$ cat config.mk
export PLATFORM = sky130hd
export DESIGN_NAME = id_ex_reg_flat
export DESIGN_NICKNAME = d
export VERILOG_FILES = /design/src/rtl/id_ex_reg_if.sv /design/src/rtl/id_ex_reg.sv /design/src/flat_wrapper.sv
export SDC_FILE = /design/constraint.sdc
export NUM_CORES = 1
export LEC_CHECK = 0
export BUFFER_PORTS_ARGS = -buffer_cell sky130_fd_sc_hd__buf_2
export CORE_AREA = 4 4 182 184
export CTS_BUF_LIST = sky130_fd_sc_hd__clkbuf_4
export CTS_CLUSTER_DIAMETER = 40
export CTS_CLUSTER_SIZE = 28
export DETAILED_ROUTE_END_ITERATION = 10
export DIE_AREA = 0 0 186 188
export PLACE_DENSITY = 0.63
export SYNTH_ARGS = -nofsm -noshare
export SYNTH_HDL_FRONTEND = slang
export SYNTH_SLANG_ARGS = --single-unit
$ cat constraint.sdc
create_clock -name clk -period 2.2 [get_ports clk]
set_input_delay 0 -clock clk [delete_from_list [all_inputs] [get_ports clk]]
set_output_delay 0 -clock clk [all_outputs]
set_load 0.05 [all_outputs]
$ cat src/rtl/id_ex_reg_if.sv
// ----------------------------------------------------------------------------
// id_ex_reg_if
//   Bundles the signals between the decode stage, the ID/EX pipeline register
//   and the EX stage.
//
//   Control   : flush, hold, fwd_rs_en, fwd_rt_en
//   D side    : pc_d, instr_d, rs_data_d, rt_data_d, imm_d, alu_src_d, alu_op_d,
//               reg_write_d, mem_write_d, mem_to_reg_d, wa_d, tnew_d
//   Refresh   : fwd_rs_data, fwd_rt_data
//   E side    : pc_e, instr_e, rs_data_e, rt_data_e, imm_e, alu_op_e,
//               reg_write_e, mem_write_e, mem_to_reg_e, wa_e, alu_a_e, alu_b_e,
//               tnew_e, valid_e
//
//   master : the pipeline around the register (drives D side, observes E side)
//   slave  : the register itself
// ----------------------------------------------------------------------------
interface id_ex_reg_if #(
    parameter int unsigned DW = 32,
    parameter int unsigned AW = 5,
    parameter int unsigned TW = 2
);
    // Pipeline control
    logic          flush;
    logic          hold;
    logic          fwd_rs_en;
    logic          fwd_rt_en;
    logic [DW-1:0] fwd_rs_data;
    logic [DW-1:0] fwd_rt_data;

    // Decode-stage fields
    logic [DW-1:0] pc_d;
    logic [DW-1:0] instr_d;
    logic [DW-1:0] rs_data_d;
    logic [DW-1:0] rt_data_d;
    logic [DW-1:0] imm_d;
    logic          alu_src_d;
    logic [1:0]    alu_op_d;
    logic          reg_write_d;
    logic          mem_write_d;
    logic          mem_to_reg_d;
    logic [AW-1:0] wa_d;
    logic [TW-1:0] tnew_d;

    // Execute-stage fields
    logic [DW-1:0] pc_e;
    logic [DW-1:0] instr_e;
    logic [DW-1:0] rs_data_e;
    logic [DW-1:0] rt_data_e;
    logic [DW-1:0] imm_e;
    logic [1:0]    alu_op_e;
    logic          reg_write_e;
    logic          mem_write_e;
    logic          mem_to_reg_e;
    logic [AW-1:0] wa_e;
    logic [DW-1:0] alu_a_e;
    logic [DW-1:0] alu_b_e;
    logic [TW-1:0] tnew_e;
    logic          valid_e;

    modport master (
        output flush, hold, fwd_rs_en, fwd_rt_en, fwd_rs_data, fwd_rt_data,
        output pc_d, instr_d, rs_data_d, rt_data_d, imm_d, alu_src_d, alu_op_d,
        output reg_write_d, mem_write_d, mem_to_reg_d, wa_d, tnew_d,
        input  pc_e, instr_e, rs_data_e, rt_data_e, imm_e, alu_op_e,
        input  reg_write_e, mem_write_e, mem_to_reg_e, wa_e,
        input  alu_a_e, alu_b_e, tnew_e, valid_e
    );

    modport slave (
        input  flush, hold, fwd_rs_en, fwd_rt_en, fwd_rs_data, fwd_rt_data,
        input  pc_d, instr_d, rs_data_d, rt_data_d, imm_d, alu_src_d, alu_op_d,
        input  reg_write_d, mem_write_d, mem_to_reg_d, wa_d, tnew_d,
        output pc_e, instr_e, rs_data_e, rt_data_e, imm_e, alu_op_e,
        output reg_write_e, mem_write_e, mem_to_reg_e, wa_e,
        output alu_a_e, alu_b_e, tnew_e, valid_e
    );
endinterface

$ cat src/rtl/id_ex_reg.sv
// ----------------------------------------------------------------------------
// id_ex_reg
//   ID/EX pipeline register of the five-stage MIPS core. Captures decoded
//   operands and control from D and presents them to the EX-stage ALU one
//   cycle later.
//
//   Ports
//     clk   : rising-edge clock
//     reset : asynchronous, active-low reset (0 = reset, all state cleared)
//     bus   : id_ex_reg_if.slave (D-side inputs, E-side outputs, control)
//
//   Edge priority: flush > hold > load.
//     flush : load the all-zero bubble
//     hold  : keep everything, except rs/rt may be refreshed from forwarding
//     load  : capture D fields, mark valid, count Tnew down by one (saturating)
// ----------------------------------------------------------------------------
module id_ex_reg #(
    parameter int unsigned DW = 32,
    parameter int unsigned AW = 5,
    parameter int unsigned TW = 2
) (
    input  logic         clk,
    input  logic         reset,
    id_ex_reg_if.slave   bus
);

    logic [DW-1:0] pc_q,         pc_d;
    logic [DW-1:0] instr_q,      instr_d;
    logic [DW-1:0] rs_q,         rs_d;
    logic [DW-1:0] rt_q,         rt_d;
    logic [DW-1:0] imm_q,        imm_d;
    logic          alu_src_q,    alu_src_d;
    logic [1:0]    alu_op_q,     alu_op_d;
    logic          reg_write_q,  reg_write_d;
    logic          mem_write_q,  mem_write_d;
    logic          mem_to_reg_q, mem_to_reg_d;
    logic [AW-1:0] wa_q,         wa_d;
    logic [TW-1:0] tnew_q,       tnew_d;
    logic          valid_q,      valid_d;

    // Tnew counted from D; one stage later it is one cycle closer, floored at 0.
    logic [TW-1:0] tnew_dec;

    always_comb begin
        if (bus.tnew_d == '0) begin
            tnew_dec = '0;
        end else begin
            tnew_dec = bus.tnew_d - TW'(1);
        end
    end

    always_comb begin
        // Default: hold every field.
        pc_d         = pc_q;
        instr_d      = instr_q;
        rs_d         = rs_q;
        rt_d         = rt_q;
        imm_d        = imm_q;
        alu_src_d    = alu_src_q;
        alu_op_d     = alu_op_q;
        reg_write_d  = reg_write_q;
        mem_write_d  = mem_write_q;
        mem_to_reg_d = mem_to_reg_q;
        wa_d         = wa_q;
        tnew_d       = tnew_q;
        valid_d      = valid_q;

        if (bus.flush) begin
            // Bubble is the same all-zero state as reset: no architectural effect.
            pc_d         = '0;
            instr_d      = '0;
            rs_d         = '0;
            rt_d         = '0;
            imm_d        = '0;
            alu_src_d    = 1'b0;
            alu_op_d     = 2'b00;
            reg_write_d  = 1'b0;
            mem_write_d  = 1'b0;
            mem_to_reg_d = 1'b0;
            wa_d         = '0;
            tnew_d       = '0;
            valid_d      = 1'b0;
        end else if (bus.hold) begin
            // EX is stalled; a producer may have finished meanwhile, so let the
            // forwarding network patch the held operands.
            if (bus.fwd_rs_en) begin
                rs_d = bus.fwd_rs_data;
            end
            if (bus.fwd_rt_en) begin
                rt_d = bus.fwd_rt_data;
            end
        end else begin
            pc_d         = bus.pc_d;
            instr_d      = bus.instr_d;
            rs_d         = bus.rs_data_d;
            rt_d         = bus.rt_data_d;
            imm_d        = bus.imm_d;
            alu_src_d    = bus.alu_src_d;
            alu_op_d     = bus.alu_op_d;
            reg_write_d  = bus.reg_write_d;
            mem_write_d  = bus.mem_write_d;
            mem_to_reg_d = bus.mem_to_reg_d;
            wa_d         = bus.wa_d;
            tnew_d       = tnew_dec;
            valid_d      = 1'b1;
        end
    end

    always_ff @(posedge clk or negedge reset) begin
        if (!reset) begin
            pc_q         <= '0;
            instr_q      <= '0;
            rs_q         <= '0;
            rt_q         <= '0;
            imm_q        <= '0;
            alu_src_q    <= 1'b0;
            alu_op_q     <= 2'b00;
            reg_write_q  <= 1'b0;
            mem_write_q  <= 1'b0;
            mem_to_reg_q <= 1'b0;
            wa_q         <= '0;
            tnew_q       <= '0;
            valid_q      <= 1'b0;
        end else begin
            pc_q         <= pc_d;
            instr_q      <= instr_d;
            rs_q         <= rs_d;
            rt_q         <= rt_d;
            imm_q        <= imm_d;
            alu_src_q    <= alu_src_d;
            alu_op_q     <= alu_op_d;
            reg_write_q  <= reg_write_d;
            mem_write_q  <= mem_write_d;
            mem_to_reg_q <= mem_to_reg_d;
            wa_q         <= wa_d;
            tnew_q       <= tnew_d;
            valid_q      <= valid_d;
        end
    end

    assign bus.pc_e         = pc_q;
    assign bus.instr_e      = instr_q;
    assign bus.rs_data_e    = rs_q;
    assign bus.rt_data_e    = rt_q;
    assign bus.imm_e        = imm_q;
    assign bus.alu_op_e     = alu_op_q;
    assign bus.reg_write_e  = reg_write_q;
    assign bus.mem_write_e  = mem_write_q;
    assign bus.mem_to_reg_e = mem_to_reg_q;
    assign bus.wa_e         = wa_q;
    assign bus.tnew_e       = tnew_q;
    assign bus.valid_e      = valid_q;

    // ALU operands straight off the register outputs, no extra stage.
    assign bus.alu_a_e = rs_q;
    assign bus.alu_b_e = alu_src_q ? imm_q : rt_q;

endmodule

$ cat src/flat_wrapper.sv
// flat-port wrapper written by rule: the top's interface ports become plain ports
module id_ex_reg_flat 
#(
    parameter int unsigned DW = 32,
    parameter int unsigned AW = 5,
    parameter int unsigned TW = 2
)
  (clk, reset, bus_flush, bus_hold, bus_fwd_rs_en, bus_fwd_rt_en, bus_fwd_rs_data, bus_fwd_rt_data, bus_pc_d, bus_instr_d, bus_rs_data_d, bus_rt_data_d, bus_imm_d, bus_alu_src_d, bus_alu_op_d, bus_reg_write_d, bus_mem_write_d, bus_mem_to_reg_d, bus_wa_d, bus_tnew_d, bus_pc_e, bus_instr_e, bus_rs_data_e, bus_rt_data_e, bus_imm_e, bus_alu_op_e, bus_reg_write_e, bus_mem_write_e, bus_mem_to_reg_e, bus_wa_e, bus_alu_a_e, bus_alu_b_e, bus_tnew_e, bus_valid_e);
  id_ex_reg_if #(.DW(DW), .AW(AW), .TW(TW)) bus_i ();
  input  logic clk;
  input  logic reset;
  input wire logic [$bits(bus_i.flush)-1:0] bus_flush;
  input wire logic [$bits(bus_i.hold)-1:0] bus_hold;
  input wire logic [$bits(bus_i.fwd_rs_en)-1:0] bus_fwd_rs_en;
  input wire logic [$bits(bus_i.fwd_rt_en)-1:0] bus_fwd_rt_en;
  input wire logic [$bits(bus_i.fwd_rs_data)-1:0] bus_fwd_rs_data;
  input wire logic [$bits(bus_i.fwd_rt_data)-1:0] bus_fwd_rt_data;
  input wire logic [$bits(bus_i.pc_d)-1:0] bus_pc_d;
  input wire logic [$bits(bus_i.instr_d)-1:0] bus_instr_d;
  input wire logic [$bits(bus_i.rs_data_d)-1:0] bus_rs_data_d;
  input wire logic [$bits(bus_i.rt_data_d)-1:0] bus_rt_data_d;
  input wire logic [$bits(bus_i.imm_d)-1:0] bus_imm_d;
  input wire logic [$bits(bus_i.alu_src_d)-1:0] bus_alu_src_d;
  input wire logic [$bits(bus_i.alu_op_d)-1:0] bus_alu_op_d;
  input wire logic [$bits(bus_i.reg_write_d)-1:0] bus_reg_write_d;
  input wire logic [$bits(bus_i.mem_write_d)-1:0] bus_mem_write_d;
  input wire logic [$bits(bus_i.mem_to_reg_d)-1:0] bus_mem_to_reg_d;
  input wire logic [$bits(bus_i.wa_d)-1:0] bus_wa_d;
  input wire logic [$bits(bus_i.tnew_d)-1:0] bus_tnew_d;
  output wire logic [$bits(bus_i.pc_e)-1:0] bus_pc_e;
  output wire logic [$bits(bus_i.instr_e)-1:0] bus_instr_e;
  output wire logic [$bits(bus_i.rs_data_e)-1:0] bus_rs_data_e;
  output wire logic [$bits(bus_i.rt_data_e)-1:0] bus_rt_data_e;
  output wire logic [$bits(bus_i.imm_e)-1:0] bus_imm_e;
  output wire logic [$bits(bus_i.alu_op_e)-1:0] bus_alu_op_e;
  output wire logic [$bits(bus_i.reg_write_e)-1:0] bus_reg_write_e;
  output wire logic [$bits(bus_i.mem_write_e)-1:0] bus_mem_write_e;
  output wire logic [$bits(bus_i.mem_to_reg_e)-1:0] bus_mem_to_reg_e;
  output wire logic [$bits(bus_i.wa_e)-1:0] bus_wa_e;
  output wire logic [$bits(bus_i.alu_a_e)-1:0] bus_alu_a_e;
  output wire logic [$bits(bus_i.alu_b_e)-1:0] bus_alu_b_e;
  output wire logic [$bits(bus_i.tnew_e)-1:0] bus_tnew_e;
  output wire logic [$bits(bus_i.valid_e)-1:0] bus_valid_e;
  assign bus_i.flush = bus_flush;
  assign bus_i.hold = bus_hold;
  assign bus_i.fwd_rs_en = bus_fwd_rs_en;
  assign bus_i.fwd_rt_en = bus_fwd_rt_en;
  assign bus_i.fwd_rs_data = bus_fwd_rs_data;
  assign bus_i.fwd_rt_data = bus_fwd_rt_data;
  assign bus_i.pc_d = bus_pc_d;
  assign bus_i.instr_d = bus_instr_d;
  assign bus_i.rs_data_d = bus_rs_data_d;
  assign bus_i.rt_data_d = bus_rt_data_d;
  assign bus_i.imm_d = bus_imm_d;
  assign bus_i.alu_src_d = bus_alu_src_d;
  assign bus_i.alu_op_d = bus_alu_op_d;
  assign bus_i.reg_write_d = bus_reg_write_d;
  assign bus_i.mem_write_d = bus_mem_write_d;
  assign bus_i.mem_to_reg_d = bus_mem_to_reg_d;
  assign bus_i.wa_d = bus_wa_d;
  assign bus_i.tnew_d = bus_tnew_d;
  assign bus_pc_e = bus_i.pc_e;
  assign bus_instr_e = bus_i.instr_e;
  assign bus_rs_data_e = bus_i.rs_data_e;
  assign bus_rt_data_e = bus_i.rt_data_e;
  assign bus_imm_e = bus_i.imm_e;
  assign bus_alu_op_e = bus_i.alu_op_e;
  assign bus_reg_write_e = bus_i.reg_write_e;
  assign bus_mem_write_e = bus_i.mem_write_e;
  assign bus_mem_to_reg_e = bus_i.mem_to_reg_e;
  assign bus_wa_e = bus_i.wa_e;
  assign bus_alu_a_e = bus_i.alu_a_e;
  assign bus_alu_b_e = bus_i.alu_b_e;
  assign bus_tnew_e = bus_i.tnew_e;
  assign bus_valid_e = bus_i.valid_e;
  id_ex_reg #(.DW(DW), .AW(AW), .TW(TW)) u_core (.clk(clk), .reset(reset), .bus(bus_i));
endmodule
==> impl_results.md, run 1 <==
- Std-Cell Rows: 65
- Clock root buffer: clkbuf_4
- Yosys warns: 0
- Chip height: about 190 um
- Clock Path Buffers: 2
- Synth area leaders: dfrtp_1 (51%), mux2i_1 (20%), nor2_1 (7.6%)
- Htree depth: 4
- Stop stage: clock tree synthesis (4_1_cts)
- Ys async rst share: 1.00
- DP HPWL: 20.4 mm
- # port buffers: 479
- Top cell type's share of synthesized area: 0.513
- Top cells by count, synth: dfrtp_1 (174), mux2i_1 (171), nor2_1 (171), buf_4 (40), a211oi_2 (36)
- Post-Syn Instances: 710
- Synth Area per Inst: roughly 12 um^2
- Post-CTS Setup Bufs: 0
- Post-synthesis sequential area ratio: 0.513
- Synth unique cells: 16
- Post-synthesis register bit count: 174
- Synthesized Nets: 953
- Die W: around 190 um
- CTS resizes: 0
- Most used DFF post-synth: dfrtp_1
- CTS Hold Bufs: 313
- Err: [ERROR RSZ-0060] Max buffer count reached.
- Post-synth EDFFs: 0
- Initial Util: 0.270
- Final GP Congestion: 0.807
- Syn Std Cell Area: 8480 um^2
- Yosys top cell by area: dfrtp_1
- Clock buffer count from CTS: 17
- Top-count cell post-synth: dfrtp_1
- Outcome: stopped before the end
- Ports: 480
- CTS sink count: roughly 170
[cells by family after synthesis]
group                  after synthesis  synth area share
muxes                              203             0.244
AOI/OAI and AO/OA                   67            0.0796
buffers and inverters               91            0.0844
DFF                                174             0.513
and+or+nand+nor                    175            0.0785
[through the flow]
stage	std cells	hold slack, ps	utilization	area, um^2	worst slack [ps]
3_5_place_dp	1525	106	0.350	11000	827
3_3_place_gp	1525	106	0.350	11000	867
2_1_floorplan	710	-296	-	8480	1080
==> run 2, diff against run 1 <==
Settings changed: CORE_AREA 4 4 182 184 to 4 4 186 188, CTS_BUF_LIST sky130_fd_sc_hd__clkbuf_4 to not set, CTS_CLUSTER_DIAMETER 40 to not set, CTS_CLUSTER_SIZE 28 to not set, DIE_AREA 0 0 186 188 to 0 0 190 192, PLACE_DENSITY 0.63 to not set, PLACE_DENSITY_LB_ADDON set to 0.15.
==> run 2 against run 1 <==
  * The run now ends clean
  * Synthesized area did not move
  * Synthesized cell count did not move
==> impl_results.md, run 2 <==
- R2R cell count: 3
- Synth Area in Compound Gates: 0.0796 (unchanged)
- Initial antenna violation count: 1
- CTS tree: done
- Vias in the first global route: 8,465
- Final Cell Area: 14,100 um^2
- CP Data Required Time: about 2600 ps
- Post-Syn Instances: 710 (unchanged)
- Tot GR Track Use: 0.164
- Yosys warns: 0 (unchanged)
- Top-count cell post-synth: dfrtp_1 (unchanged)
- Drt wl/cell: 16.6 um
- Maximum vdd drop: 0.482 mV
- Nets: 1,631
- Yosys top cell by area: dfrtp_1 (unchanged)
- Commonest non-fill, non-tap cells in the layout: buf_2 (476), dlygate4sd3_1 (250), dfrtp_1 (174), mux2i_1 (171), nor2_1 (171)
- Synth Area in Simple Gates: 0.0785 (unchanged)
- Post-synthesis register bit count: 174 (unchanged)
- Fillers: 3,240
- Clock slew at reported path FFs: 70 ps
- Syn Std Cell Area: 8480 um^2 (unchanged)
- Power per cell area: 664 nW/um^2
- Post-synthesis mux area share: 0.244 (unchanged)
- Synth area leaders: dfrtp_1 (51%), mux2i_1 (20%), nor2_1 (7.6%) (unchanged)
- Most used DFF post-synth: dfrtp_1 (unchanged)
- Top cells by count, synth: dfrtp_1 (174), mux2i_1 (171), nor2_1 (171), buf_4 (40), a211oi_2 (36) (unchanged)
- DR vias: 7,890
- Final GP Congestion: 0.757 (was 0.807)
- Initial Util: 0.256 (was 0.270)
- Worst path bufs/invs: 4
- DR vias/cell: roughly 4.3
- Cell Chain, Critical Path: dlygate4sd3_1, buf_2, or3b_1, dlygate4sd3_1, a21oi_1, dlygate4sd3_1
- Outcome: finished, final reports clean (was stopped before the end)
- Ys async rst share: 1.00 (unchanged)
- Number of iterations in the first detailed-routing pass: 4
- Reg-to-Reg End: u_core.bus.rt_data_e[9]
- Post-synth EDFFs: 0 (unchanged)
- Reg2reg setup slack: 700 ps
- Std-Cell Rows: 67 (was 65)
- Post-synthesis sequential area ratio: 0.513 (unchanged)
- Final hold vios: 0
- Leading cell type in the layout, fill and taps excluded: buf_2
- Critical Path Most Common Cell: dlygate4sd3_1
- Synth-to-Final Area Change: 66.4%
- Adder-cell share of the synthesized area: 0 (unchanged)
- Die area: approximately 36,000 um^2
- Slew Limit Fails: 0
- Slew HR: 0.473
- Synth unique cells: 16 (unchanged)
- Total gr overflow: 0
- CP Max Fanout: 2
- Chip height: 192 um (was 188 um)
- Max Fclk: 526 MHz
- Fin Setup TNS: 0 ps
- Min-Delay Path Class: in2async
- Max-cap violations: 0
- Die W: 190 um (was 186 um)
- CTS resizes: 0 (unchanged)
- CTS sink count: 174 (unchanged)
- Clock buffer count from CTS: 17 (unchanged)
- Post-CTS Setup Bufs: 0 (unchanged)
- Share of cells above drive strength 1: 0.428
- CP max stage delay: 560 ps
- Clock latency on the worst-skew pair: 440 ps
- Initial DRC Count: between 150 and 200
- Critical Path AT: 2280 ps
- # port buffers: 479 (unchanged)
- Period utilization: 0.864
- First-pass GRT wire length: 47.1 mm
- Cell Area, Placed: 11,000 um^2 (about the same)
- Startpoint class of the critical path: input pin
- Htree depth: 4 (unchanged)
- Clock Path Buffers: 2 (unchanged)
- Final number of setup-violating endpoints: 0
- Ports: 480 (unchanged)
- Worst clock skew: 0 ps
- Routed wire length: between 30 and 40 mm
- DRC: 0
- Critical path class: in2reg
- Worst Max-Slew Pin Slew: 791 ps
- Core area: 33,100 um^2
- Largest net degree at the start of global routing: 85
- Clock root buffer: clkbuf_16 (was clkbuf_4)
- Top cell type's share of synthesized area: 0.513 (unchanged)
- Synth Area per Inst: 11.9 um^2 (unchanged)
- Cell family with most CP delay: buffers and inverters
- Antenna-violating nets left: 0
- XOR/XNOR Fraction of Synth Area: 0 (unchanged)
- DP HPWL: 21.5 mm (was 20.4 mm)
- Setup crit end kind: register
- Pleak: 7.57 nW
- Post-layout min period: 1900 ps
- RSZ-0062 raised after global routing: false
- Main combinational cell family by area after synthesis: multiplexers (unchanged)
- R2R Path Start: u_core.bus.rt_data_e[9]
- Synthesized Nets: 953 (unchanged)
- CP max-delay cell: dlygate4sd3_1
==> run 2: worst max-delay path by stage <==
stage / start / end / depth (start not counted)
final: bus_tnew_d[0] / u_core.bus.tnew_e[0] / 6
after CTS: bus_tnew_d[0] / u_core.bus.tnew_e[0] / 6
after global routing: bus_tnew_d[0] / u_core.bus.tnew_e[0] / 6
after floorplan: u_core.alu_src_q / bus_alu_b_e[10] / 3
after detailed placement: bus_hold / u_core.bus.alu_a_e[3] / 4
after global placement: u_core.alu_src_q / bus_alu_b_e[27] / 3
==> run 2: routing by layer <==
layer	part of all wire	global-route usage
met5	0	0
met4	0.019	0.0518
met3	0.077	0.0478
met2	0.50	0.284
met1	0.40	0.195
==> run 2: worst reg2reg max path, cell delays in order (launching register included) <==
cell,delay (ps)
dfrtp_1,420
mux2i_1,280
a211oi_2,110
dlygate4sd3_1,570
==> run 2: timing repair <==
action                                  CTS  global route
hold buffers                            250             0
hold endpoints to repair                347             0
endpoints found under the setup margin    0             0
==> run 2: logic make-up after synthesis <==
kind of cell    after synthesis
simple gates                175
mux                         203
compound gates               67
buf+inv                      91
flops                       174
==> run 2: metrics by stage <==
| stage | power [mW] | worst slack, ps | hold WS (ps) | instances | utilization |
|---|---|---|---|---|---|
| after CTS | 9.52 | 345 | 41.4 | 1849 | 0.426 |
| after floorplan | 5.32 | 1080 | -296 | 710 | - |
| after global placement | 6.00 | 888 | -42.9 | 1567 | 0.333 |
| after detailed placement | 6.01 | 839 | -46.2 | 1567 | 0.333 |
| final | 9.37 | 300 | 47.5 | 1850 | 0.426 |
| after global routing | 9.84 | 271 | 65.2 | 1850 | 0.426 |
==> run 2: final cells by class <==
cell class	instances	area, um^2	area share
antenna	1	2.50	0.000177
clock buffer	17	425	0.0301
clock inverter	15	158	0.0112
inverter	1	3.75	0.000266
multi-input combinational	445	3410	0.242
sequential	174	4350	0.308
tap	448	561	0.0397
timing repair buffer	749	5200	0.368
==> run 2: where the power goes <==
part           total [mW]  leakage (nW)  switching, mW  internal (mW)
Clock                3.06         0.277           1.46           1.60
Sequential           3.56          2.28          0.163           3.39
Combinational        2.76          5.01           1.76           1.00
Total                9.37          7.57           3.38           5.99
Power figures use the tool's default switching activity.
==> run 3, diff against run 2 <==
Settings changed: REMOVE_ABC_BUFFERS set to 1.
==> run 3 against run 2 <==
  * Non-clock buffer count stayed put
  * Critical path depth is 3 lower
  * Sequential power hardly changed
  * Largest cell class unchanged
  * Highest routed layer is now met5
==> impl_results.md, run 3 (synthesized netlist as in run 2, its figures left out) <==
- Outcome: finished, final reports clean (unchanged)
- Final hold vios: 0 (unchanged)
- Internal: 6.31 mW (was 5.99 mW)
- Chip height: 192 um (unchanged)
- Critical path class: reg2out (was in2reg)
- CTS tree: done (unchanged)
- Die area: 36,500 um^2 (unchanged)
- Sw Share: 0.345 (was 0.361)
- Final GP Congestion: 0.792 (was 0.757)
- Pleak: 7.56 nW (was 7.57 nW)
- Switching power: 3.32 mW (was 3.38 mW)
- Total gr overflow: 0 (unchanged)
- Startpoint class of the critical path: register (was input pin)
- Commonest non-fill, non-tap cells in the layout: buf_2 (476), dlygate4sd3_1 (239), dfrtp_1 (174), mux2i_1 (171), nor2_1 (171) (was buf_2 (476), dlygate4sd3_1 (250), dfrtp_1 (174), mux2i_1 (171), nor2_1 (171))
- Leading cell type in the layout, fill and taps excluded: buf_2 (unchanged)
- Std-Cell Rows: 67 (unchanged)
- CTS sink count: 174 (unchanged)
- Initial antenna violation count: 2 (was 1)
- Post-layout min period: 1840 ps (was 1900 ps)
- Htree depth: 4 (unchanged)
- Max-cap violations: 0 (unchanged)
- Initial Util: 0.256 (unchanged)
- Fin Setup TNS: 0 ps (unchanged)
- Core area: 33,100 um^2 (unchanged)
- Post-CTS Setup Bufs: 0 (unchanged)
- Setup crit start: u_core.alu_src_q (was bus_tnew_d[0])
- Min-Delay Path Class: in2reg (was in2async)
- Setup crit end kind: primary output (was register)
- Tot GR Track Use: 0.161 (was 0.164)
- Final number of setup-violating endpoints: 0 (unchanged)
- Slew Limit Fails: 0 (unchanged)
- Reg2reg setup slack: 780 ps (was 700 ps)
- Hold Startpoint: bus_flush
- Ports: 480 (unchanged)
- R2R Path Start: u_core.bus.rt_data_e[10] (was u_core.bus.rt_data_e[9])
- DR vias/cell: 4.21 (was 4.26)
- CP Data Required Time: 2200 ps (was 2580 ps)
- DRC: 0 (unchanged)
- Clock Path Buffers: 2 (unchanged)
- Die W: 190 um (unchanged)
- Worst Max-Slew Pin Slew: 808 ps (was 791 ps)
- DR vias: 7,782 (was 7,890)
- RSZ-0062 raised after global routing: false (unchanged)
- DP Worst Slack: 805 ps (was 839 ps)
- Largest net degree at the start of global routing: 91 (was 85)
- Critical Path AT: 1840 ps (was 2280 ps)
- Period utilization: 0.835 (was 0.864)
- Initial DRC Count: 199 (was 165)
- Clock buffer count from CTS: 17 (unchanged)
- Routed wire length: 30.4 mm (was 30.7 mm)
- Vias in the first global route: 8,165 (was 8,465)
- Drt wl/cell: 16.4 um (was 16.6 um)
- # port buffers: 479 (unchanged)
- DP HPWL: 21.4 mm (was 21.5 mm)
- Worst clock skew: 0 ps (unchanged)
- Slew HR: 0.461 (was 0.473)
- Share of power burned in registers: 0.369 (was 0.380)
- Clock slew at reported path FFs: 70 ps (about the same)
- Share of cells above drive strength 1: 0.435 (was 0.428)
- Final worst slack: 364 ps (was 300 ps)
- Number of iterations in the first detailed-routing pass: 4 (unchanged)
- Synth-to-Final Area Change: 66.2% (was 66.4%)
- Antenna-violating nets left: 0 (unchanged)
- Clock latency on the worst-skew pair: 430 ps (was 440 ps)
- Hold slack: 27.7 ps (was 47.5 ps)
- Clock network fraction of design power: 0.346 (was 0.326)
- Max Fclk: 545 MHz (was 526 MHz)
- CP Max Fanout: 32 (was 2)
- Ant. Diodes: 0 (was 1)
- CTS resizes: 0 (unchanged)
- Fillers: 3,267 (was 3,240)
- Nets: 1,631 (unchanged)
- First-pass GRT wire length: 46.4 mm (was 47.1 mm)
- Maximum vdd drop: 0.482 mV (about the same)
- CTS Hold Bufs: 239 (was 250)
- Combinational share of power: 0.286 (was 0.294)
- Clock root buffer: clkbuf_16 (unchanged)
- Power per cell area: 683 nW/um^2 (was 664 nW/um^2)
==> run 3: final timing paths <==
kind / to / cells after the start
setup reg to reg: u_core.bus.rt_data_e[10] / 3
hold / removal: u_core.bus.imm_e[12] / 2
hold reg to reg: u_core.bus.instr_e[3] / 2
max in group asynchronous: u_core.bus.imm_e[28] / 3
setup / recovery: bus_alu_b_e[29] / 3
min in group asynchronous: u_core.bus.wa_e[4] / 2
==> run 3: per-layer routing <==
| layer | GRT usage | vias up | wire, um |
|---|---|---|---|
| li1 | - | 3771 | - |
| met1 | 0.193 | 3671 | 12300 |
| met2 | 0.281 | 299 | 15200 |
| met3 | 0.0460 | 37 | 2290 |
| met4 | 0.0506 | 4 | 566 |
| met5 | 0 | - | 21 |
==> run 3: power groups by stage <==
stage,logic (mW),clock network [mW],registers (mW)
6_report,2.75,3.33,3.55
4_1_cts,2.77,3.44,3.55
5_1_grt,2.92,3.56,3.58
2_1_floorplan,0.614,0,4.44
3_3_place_gp,2.39,0,3.61
3_5_place_dp,2.39,0,3.61
==> run 3: critical path: stages (launching register included) <==
cell and delay, ps:
dfrtp_1 340, buf_4 420, mux2_2 400, buf_2 210
==> run 3: per-stage QoR <==
stage	power (mW)	cell area, um^2	util	std cells
2_1_floorplan	5.05	7770	-	620
3_3_place_gp	6.00	11100	0.334	1578
5_1_grt	10.1	14100	0.426	1849
4_1_cts	9.76	14100	0.426	1849
3_5_place_dp	6.00	11100	0.334	1578
6_report	9.63	14100	0.426	1849
==> run 3: area by class of cell <==
cell class	count	area (um^2)	share of cell area
well taps	448	561	0.0398
repair buffers	749	5130	0.364
clock buffers	17	425	0.0302
flip-flops and latches	174	4350	0.309
clock inverters	15	206	0.0146
multi-input cells	445	3410	0.242
inverters	1	3.75	0.000266
